[config.mk]
export PLATFORM = sky130hd
export DESIGN_NAME = cia_serial_peer_flat
export DESIGN_NICKNAME = d
export VERILOG_FILES = /design/src/rtl/cia_peer_pkg.sv /design/src/rtl/cia_peer_if.sv /design/src/rtl/cia_peer_sync.sv /design/src/rtl/cia_serial_peer.sv /design/src/flat_wrapper.sv
export SDC_FILE = /design/constraint.sdc
export NUM_CORES = 1
export LEC_CHECK = 0
export ABC_AREA = 1
export BUFFER_PORTS_ARGS = -buffer_cell sky130_fd_sc_hd__clkbuf_2
export CAP_MARGIN = 20
export CORE_MARGIN = 5
export CORE_UTILIZATION = 50
export CTS_BUF_LIST = sky130_fd_sc_hd__clkbuf_8
export CTS_CLUSTER_DIAMETER = 200
export CTS_CLUSTER_SIZE = 25
export DETAILED_ROUTE_END_ITERATION = 8
export PLACE_DENSITY_LB_ADDON = 0.3
export SLEW_MARGIN = 5
export SYNTH_ARGS = -nofsm -noshare
export SYNTH_HDL_FRONTEND = slang
export SYNTH_HIERARCHICAL = 1
export SYNTH_SLANG_ARGS = --single-unit
export TNS_END_PERCENT = 20
[constraint.sdc]
create_clock -name clk -period 1.9 [get_ports clk]
set_clock_uncertainty 0.2 [all_clocks]
set_input_delay 0.095 -clock clk [delete_from_list [all_inputs] [get_ports clk]]
set_output_delay 0.095 -clock clk [all_outputs]
set_load 0.03 [all_outputs]
[src/rtl/cia_peer_pkg.sv]
// Shared types and defaults for the CIA serial-port peer.
// The optional receive timeout is enabled by defining CIA_PEER_TIMEOUT_EN.
package cia_peer_pkg;

    localparam int unsigned BYTE_W         = 8;
    localparam int unsigned CNT_HALF_DEF   = 4;
    localparam int unsigned RX_TIMEOUT_DEF = 255;

    typedef enum logic [1:0] {
        StIdle,
        StTxLo,
        StTxHi
    } tx_state_e;

endpackage

[src/rtl/cia_peer_if.sv]
// Byte-level handshake between the host logic and the CIA serial peer.
interface cia_peer_if
    import cia_peer_pkg::*;
();

    logic              tx_valid;
    logic [BYTE_W-1:0] tx_data;
    logic              tx_ready;
    logic              rx_valid;
    logic [BYTE_W-1:0] rx_data;
    logic              rx_err;
    logic              busy;

    modport master (
        output tx_valid, tx_data,
        input  tx_ready, rx_valid, rx_data, rx_err, busy
    );

    modport slave (
        input  tx_valid, tx_data,
        output tx_ready, rx_valid, rx_data, rx_err, busy
    );

endinterface

[src/rtl/cia_peer_sync.sv]
// Two-flop synchronizer advanced on phi2 ticks, with rising-edge detect on the MSB line.
module cia_peer_sync #(
    parameter int unsigned W = 2
) (
    input  logic         clk,
    input  logic         res_n,
    input  logic         phi2_p,
    input  logic [W-1:0] din,
    output logic [W-1:0] level,
    output logic         rise
);

    logic [W-1:0] s1_q, s2_q;
    logic         prev_q;

    always_ff @(posedge clk or negedge res_n) begin
        if (!res_n) begin
            s1_q   <= '1;
            s2_q   <= '1;
            prev_q <= 1'b1;
        end else if (phi2_p) begin
            s1_q   <= din;
            s2_q   <= s1_q;
            prev_q <= s2_q[W-1];
        end
    end

    assign level = s2_q;
    // Held between ticks so the next phi2 tick consumes it exactly once
    assign rise  = s2_q[W-1] & ~prev_q;

endmodule

[src/rtl/cia_serial_peer.sv]
// Serial peer for a CIA SP/CNT port: drives CNT when transmitting, follows it when receiving.
// Define CIA_PEER_TIMEOUT_EN to abandon stalled partial receive bytes and flag rx_err.
module cia_serial_peer
    import cia_peer_pkg::*;
#(
    parameter int unsigned CNT_HALF   = CNT_HALF_DEF,
    parameter int unsigned RX_TIMEOUT = RX_TIMEOUT_DEF
) (
    input  logic       clk,
    input  logic       res_n,
    input  logic       phi2_p,
    input  logic       dir,
    cia_peer_if.slave  bus,
    input  logic       sp_in,
    input  logic       cnt_in,
    output logic       sp_out,
    output logic       cnt_out
);

    if (CNT_HALF < 2 || CNT_HALF > 255 || RX_TIMEOUT < 2) begin : g_bad_param
        $error("cia_serial_peer: parameter out of range");
    end

    localparam logic [7:0] HalfLast = 8'(CNT_HALF - 1);

    tx_state_e         state_q, state_d;
    logic [7:0]        half_q, half_d;
    logic [2:0]        tx_bits_q, tx_bits_d;
    logic [BYTE_W-1:0] tx_sh_q, tx_sh_d;
    logic              sp_q, sp_d, cnt_q, cnt_d;
    logic              dir_q;
    logic [2:0]        rx_bits_q, rx_bits_d;
    logic [BYTE_W-1:0] rx_sh_q, rx_sh_d;
    logic [BYTE_W-1:0] rx_data_q, rx_data_d;
    logic              rx_valid_q, rx_valid_d;
    logic [1:0]        sync_lvl;
    logic              cnt_rise, dir_chg;

`ifdef CIA_PEER_TIMEOUT_EN
    localparam int unsigned TW = $clog2(RX_TIMEOUT + 1);
    localparam logic [TW-1:0] ToLast = TW'(RX_TIMEOUT - 1);
    logic [TW-1:0] timer_q, timer_d;
    logic          rx_err_q, rx_err_d;
`endif

    cia_peer_sync #(.W(2)) u_sync (
        .clk    (clk),
        .res_n  (res_n),
        .phi2_p (phi2_p),
        .din    ({cnt_in, sp_in}),
        .level  (sync_lvl),
        .rise   (cnt_rise)
    );

    assign dir_chg = dir ^ dir_q;

    always_comb begin
        state_d    = state_q;
        half_d     = half_q;
        tx_bits_d  = tx_bits_q;
        tx_sh_d    = tx_sh_q;
        sp_d       = sp_q;
        cnt_d      = cnt_q;
        rx_bits_d  = rx_bits_q;
        rx_sh_d    = rx_sh_q;
        rx_data_d  = rx_data_q;
        rx_valid_d = 1'b0;
`ifdef CIA_PEER_TIMEOUT_EN
        timer_d    = timer_q;
        rx_err_d   = 1'b0;
`endif

        unique case (state_q)
            StIdle: begin
                if (bus.tx_valid && dir) begin
                    tx_sh_d   = bus.tx_data;
                    sp_d      = bus.tx_data[BYTE_W-1];
                    cnt_d     = 1'b0;
                    tx_bits_d = 3'd0;
                    half_d    = 8'd0;
                    state_d   = StTxLo;
                end
            end
            StTxLo: begin
                if (half_q == HalfLast) begin
                    half_d  = 8'd0;
                    cnt_d   = 1'b1;
                    state_d = StTxHi;
                end else begin
                    half_d = half_q + 8'd1;
                end
            end
            StTxHi: begin
                if (half_q == HalfLast) begin
                    half_d  = 8'd0;
                    tx_sh_d = tx_sh_q << 1;
                    if (tx_bits_q != 3'd7) begin
                        sp_d      = tx_sh_q[BYTE_W-2];
                        cnt_d     = 1'b0;
                        tx_bits_d = tx_bits_q + 3'd1;
                        state_d   = StTxLo;
                    end else begin
                        sp_d    = 1'b1;
                        state_d = StIdle;
                    end
                end else begin
                    half_d = half_q + 8'd1;
                end
            end
            default: state_d = StIdle;
        endcase

        if (dir_chg && state_q != StIdle) begin
            state_d = StIdle;
            sp_d    = 1'b1;
            cnt_d   = 1'b1;
        end

        if (dir_chg) begin
            rx_bits_d = 3'd0;
        end else if (!dir && cnt_rise) begin
            rx_sh_d = {rx_sh_q[BYTE_W-2:0], sync_lvl[0]};
            if (rx_bits_q == 3'd7) begin
                rx_data_d  = rx_sh_d;
                rx_valid_d = 1'b1;
                rx_bits_d  = 3'd0;
            end else begin
                rx_bits_d = rx_bits_q + 3'd1;
            end
        end

`ifdef CIA_PEER_TIMEOUT_EN
        if (dir_chg || (!dir && cnt_rise) || rx_bits_q == 3'd0) begin
            timer_d = '0;
        end else if (timer_q == ToLast) begin
            timer_d   = '0;
            rx_bits_d = 3'd0;
            rx_err_d  = 1'b1;
        end else begin
            timer_d = timer_q + 1'b1;
        end
`endif
    end

    always_ff @(posedge clk or negedge res_n) begin
        if (!res_n) begin
            state_q    <= StIdle;
            half_q     <= 8'd0;
            tx_bits_q  <= 3'd0;
            tx_sh_q    <= '0;
            sp_q       <= 1'b1;
            cnt_q      <= 1'b1;
            dir_q      <= 1'b0;
            rx_bits_q  <= 3'd0;
            rx_sh_q    <= '0;
            rx_data_q  <= '0;
            rx_valid_q <= 1'b0;
        end else if (phi2_p) begin
            state_q    <= state_d;
            half_q     <= half_d;
            tx_bits_q  <= tx_bits_d;
            tx_sh_q    <= tx_sh_d;
            sp_q       <= sp_d;
            cnt_q      <= cnt_d;
            dir_q      <= dir;
            rx_bits_q  <= rx_bits_d;
            rx_sh_q    <= rx_sh_d;
            rx_data_q  <= rx_data_d;
            rx_valid_q <= rx_valid_d;
        end
    end

`ifdef CIA_PEER_TIMEOUT_EN
    always_ff @(posedge clk or negedge res_n) begin
        if (!res_n) begin
            timer_q  <= '0;
            rx_err_q <= 1'b0;
        end else if (phi2_p) begin
            timer_q  <= timer_d;
            rx_err_q <= rx_err_d;
        end
    end
    assign bus.rx_err = rx_err_q;
`else
    assign bus.rx_err = 1'b0;
`endif

    // Lines are forced released whenever the CIA is the talker
    assign sp_out       = sp_q | ~dir;
    assign cnt_out      = cnt_q | ~dir;
    assign bus.tx_ready = (state_q == StIdle) & dir & res_n;
    assign bus.rx_valid = rx_valid_q;
    assign bus.rx_data  = rx_data_q;
    assign bus.busy     = (state_q != StIdle) | (rx_bits_q != 3'd0);

endmodule

[src/flat_wrapper.sv]
// flat-port wrapper written by rule: the top's interface ports become plain ports
module cia_serial_peer_flat import cia_peer_pkg::*;
#(
    parameter int unsigned CNT_HALF   = CNT_HALF_DEF,
    parameter int unsigned RX_TIMEOUT = RX_TIMEOUT_DEF
)
  (clk, res_n, phi2_p, dir, sp_in, cnt_in, sp_out, cnt_out, bus_tx_valid, bus_tx_data, bus_tx_ready, bus_rx_valid, bus_rx_data, bus_rx_err, bus_busy);
  cia_peer_if bus_i ();
  input  logic clk;
  input  logic res_n;
  input  logic phi2_p;
  input  logic dir;
  input  logic sp_in;
  input  logic cnt_in;
  output logic sp_out;
  output logic cnt_out;
  input wire logic [$bits(bus_i.tx_valid)-1:0] bus_tx_valid;
  input wire logic [$bits(bus_i.tx_data)-1:0] bus_tx_data;
  output wire logic [$bits(bus_i.tx_ready)-1:0] bus_tx_ready;
  output wire logic [$bits(bus_i.rx_valid)-1:0] bus_rx_valid;
  output wire logic [$bits(bus_i.rx_data)-1:0] bus_rx_data;
  output wire logic [$bits(bus_i.rx_err)-1:0] bus_rx_err;
  output wire logic [$bits(bus_i.busy)-1:0] bus_busy;
  assign bus_i.tx_valid = bus_tx_valid;
  assign bus_i.tx_data = bus_tx_data;
  assign bus_tx_ready = bus_i.tx_ready;
  assign bus_rx_valid = bus_i.rx_valid;
  assign bus_rx_data = bus_i.rx_data;
  assign bus_rx_err = bus_i.rx_err;
  assign bus_busy = bus_i.busy;
  cia_serial_peer #(.CNT_HALF(CNT_HALF), .RX_TIMEOUT(RX_TIMEOUT)) u_core (.clk(clk), .res_n(res_n), .phi2_p(phi2_p), .dir(dir), .bus(bus_i), .sp_in(sp_in), .cnt_in(cnt_in), .sp_out(sp_out), .cnt_out(cnt_out));
endmodule
==> results.cfg <==
[cts]
clkLatencyLatePin_ns = 0.30
cts_tree = yes
post_cts_buffers = 0
cts_root_buffer = clkbuf_8
path_clk_slew_ns = 0.09
numCtsBuffers = 5
numClockSinks = 47
cts_buffer_depth = 2
htree_num_levels = 2

[timing]
fin_crit_sh_pct = 98.2
setup_viol = 0
grt_setup_unrepaired = yes
timing.final.hold_violations = 0
timing.final.crit_period_ns = 1.87
slew_headroom_pct = 61.1
holdWs_ns = 0.265
slew_violations = 0
worst_pin_slew_ns = 0.584
clock.fmax_mhz = 536

[detailed_routing]
avgViaCountPerCell = 4.84
dr.pass1.iters = 4
antenna_left = 0
drt_iter0_markers = 81
wire_per_inst_um = 11.6
num_vias = 1964
totalWireLength_um = 4710
drcViolationCount = 0

[power_and_ir_drop]
p_switching_w = 0.00124
p_int_w = 0.00197
power_frac_seq_pct = 42.9
p_leak_nw = 1.54
powerDensity_nw_per_um2 = 1090
comb_power_share_pct = 39.0
pwr-share-clk_pct = 18.2
peakVddDrop_mv = 0.815
p_total_w = 0.00321
switching_share_pct = 38.7

[global_route]
grt_pass1_vias = 1907
grt_pass1_wl_um = 8290
gr-usage-all-layers_pct = 16.6
antenna_found_initial = 0
grt_max_degree = 48
grt_overflow = 0

[die]
initial_core_util_pct = 51.5
die_y_um = 80.0
die_w_um = 80.0
die_area_sq_um = 6400
rows = 25
core_sq_um = 4750
pin_count = 29

[logic_synthesis]
ys_warn_count = 6
synth_nets = 312
yosysUniqueCellTypes = 26
synth.top_cells.by_count = 95 x nand2_1, 40 x dfrtp_1, 32 x inv_1
netlist_area_sq_um = 2450
ys_top_cells_by_area = dfrtp_1 41%, nand2_1 15%, dfstp_2 7.5%
yosysMostFrequentCell = nand2_1
syn_area_per_cell_sq_um = 8.57
synth_seq_cells = 47
ys.flop_type = dfrtp_1
synth_edf_count = 0
netlist.area_leader.share_pct = 40.9
synth-async-reset-ratio_pct = 100
yosysSeqAreaShare_pct = 48.4
postSynthCellCount = 286
synth_top_area_cell = dfrtp_1

[final_layout]
final_nets = 364
diodes = 0
synthToLayoutAreaGrowth_pct = 20.2
drive_above_1_share_pct = 22.4

[worst_setup_path]
path_depth = 6
path_cells = inv_1 -> ha_2 -> buf_4 -> nand2_1 -> nor2_1 -> clkbuf_4
reg2reg_from = u_core/state_q[1]$_DFFE_PN0P_
rr_worst_depth = 7
required_ns = 1.60
max_stage_delay_ns = 0.42
crit_start = u_core/state_q[1]$_DFFE_PN0P_
worstSetupStartpointType = flop
rrSetupSlack_ns = 0.04
crit_end = bus_tx_ready
arrival_ns = 1.57
path_max_fanout = 5
path_class = reg -> out
r2r_end = u_core/tx_sh_q[6]$_DFFE_PN0P_
critPathBufInv = 3
slowest_stage = dfrtp_1
path_delay_family = buffers and inverters
end_kind = primary output

[placed_design]
portBuffers = 27
globalplace.congestion = 0.904
hpwl_um = 3290

[worst_hold_path]
hold_path.class = in -> async

[flow_run]
maxCapViolCount = 0

[run_status]
status = finished, final reports clean
-- power by group through the flow --
stage,registers (W),logic (W),clock network [W]
after CTS,0.00138,0.00124,0.000610
after global routing,0.00141,0.00141,0.000652
final,0.00138,0.00125,0.000582
after floorplan,0.00137,0.000928,0
after detailed placement,0.00139,0.00118,0
after global placement,0.00139,0.00116,0
-- flip-flops by register name, summed over array words and instances, names as in the netlist, 2 cells and up --
signal,count
u_core/half_q,8
u_core/u_sync/s1_q,2
u_core/bus.rx_data,8
u_core/rx_sh_q,7
u_core/u_sync/level,2
u_core/rx_bits_q,3
u_core/tx_bits_q,3
u_core/tx_sh_q,7
u_core/state_q,2
-- tightest hold or removal path, delay by kind of cell --
kind / cells / cell delay [ns]
buffers and inverters: 3 / 1.15
-- worst min path at each step --
stage,startpoint,end,cells after the start
after floorplan,res_n,u_core/bus.rx_data[0]$_DFFE_PN0P_,0
after global placement,res_n,u_core/bus.rx_data[3]$_DFFE_PN0P_,2
after detailed placement,res_n,u_core/rx_sh_q[2]$_DFFE_PN0P_,2
after CTS,u_core/u_sync/s1_q[0]$_DFFE_PN1P_,u_core/u_sync/level[0]$_DFFE_PN1P_,2
after global routing,u_core/u_sync/level[1]$_DFFE_PN1P_,u_core/u_sync/prev_q$_DFFE_PN1P_,2
final,res_n,u_core/rx_bits_q[0]$_DFFE_PN0P_,3
-- layer usage --
metal  track usage [%]  wire, um  share of wire (%)  vias up
met2              28.6      2280                 48       33
li1                  -         -                  -     1017
met3              4.51       199                4.2        6
met5                 0         0                  0        -
met1              20.1      2160                 46      908
met4              5.07        64                1.4        0
-- cells in the final DEF, fill, tap and decap left out --
cell and instances:
nand4_1 9, or2_2 2, mux2i_1 6, inv_2 3, dlymetal6s4s_1 2, a21oi_4 1, clkbuf_4 1, ha_1 10
o21ai_2 14, nor2_4 1, clkbuf_2 26, dlygate4sd3_1 16, o21ai_0 19, conb_1 1, clkinv_4 1, o21a_1 1
nand2_1 95, nand2_4 2, nand2_2 2, nand3_1 16, clkbuf_8 5, clkinv_2 1, o211ai_1 1, a21oi_1 1
o22ai_1 2, ha_2 1, buf_4 7, dfrtp_1 40, nand3_2 2, inv_1 33, dfstp_2 7, nor2_1 11
-- logic make-up after synthesis --
| logic type | after synthesis | synth area share, % |
|---|---|---|
| compound gates | 39 | 10.6 |
| fa+ha+maj | 11 | 5.62 |
| buf+inv | 42 | 8.02 |
| flops | 47 | 48.4 |
| mux | 6 | 2.45 |
| other cells | 1 | 0.153 |
| simple gates | 140 | 24.8 |
-- final cells by class --
type                       instances  area (sq um)
fill                             446          1810
multi-input combinational        197          1080
inverter                          35           131
clock inverter                     3          17.5
clock buffer                       5          68.8
tap                               67          83.8
timing repair buffer              52           375
sequential                        47          1180
-- per-stage QoR --
step           TNS (ns)  std cells  cell area (sq um)  util, %  worst slack (ns)
4_1_cts               0        406               2930     61.6            0.0143
6_report              0        406               2950     61.9            0.0337
3_3_place_gp          0        380               2660     55.9             0.103
3_5_place_dp          0        380               2660     55.9            0.0520
2_1_floorplan         0        286               2450        -             0.191
5_1_grt          -0.592        406               2950     61.9           -0.0859
-- timing repair --
item / 4_1_cts / 5_1_grt
hold endpoints to repair: 55 / 0
hold buffers: 18 / 0
endpoints found under the setup margin: 1 / 14
gates resized for setup: 2 / 4
(Power assumes the default switching activity.)
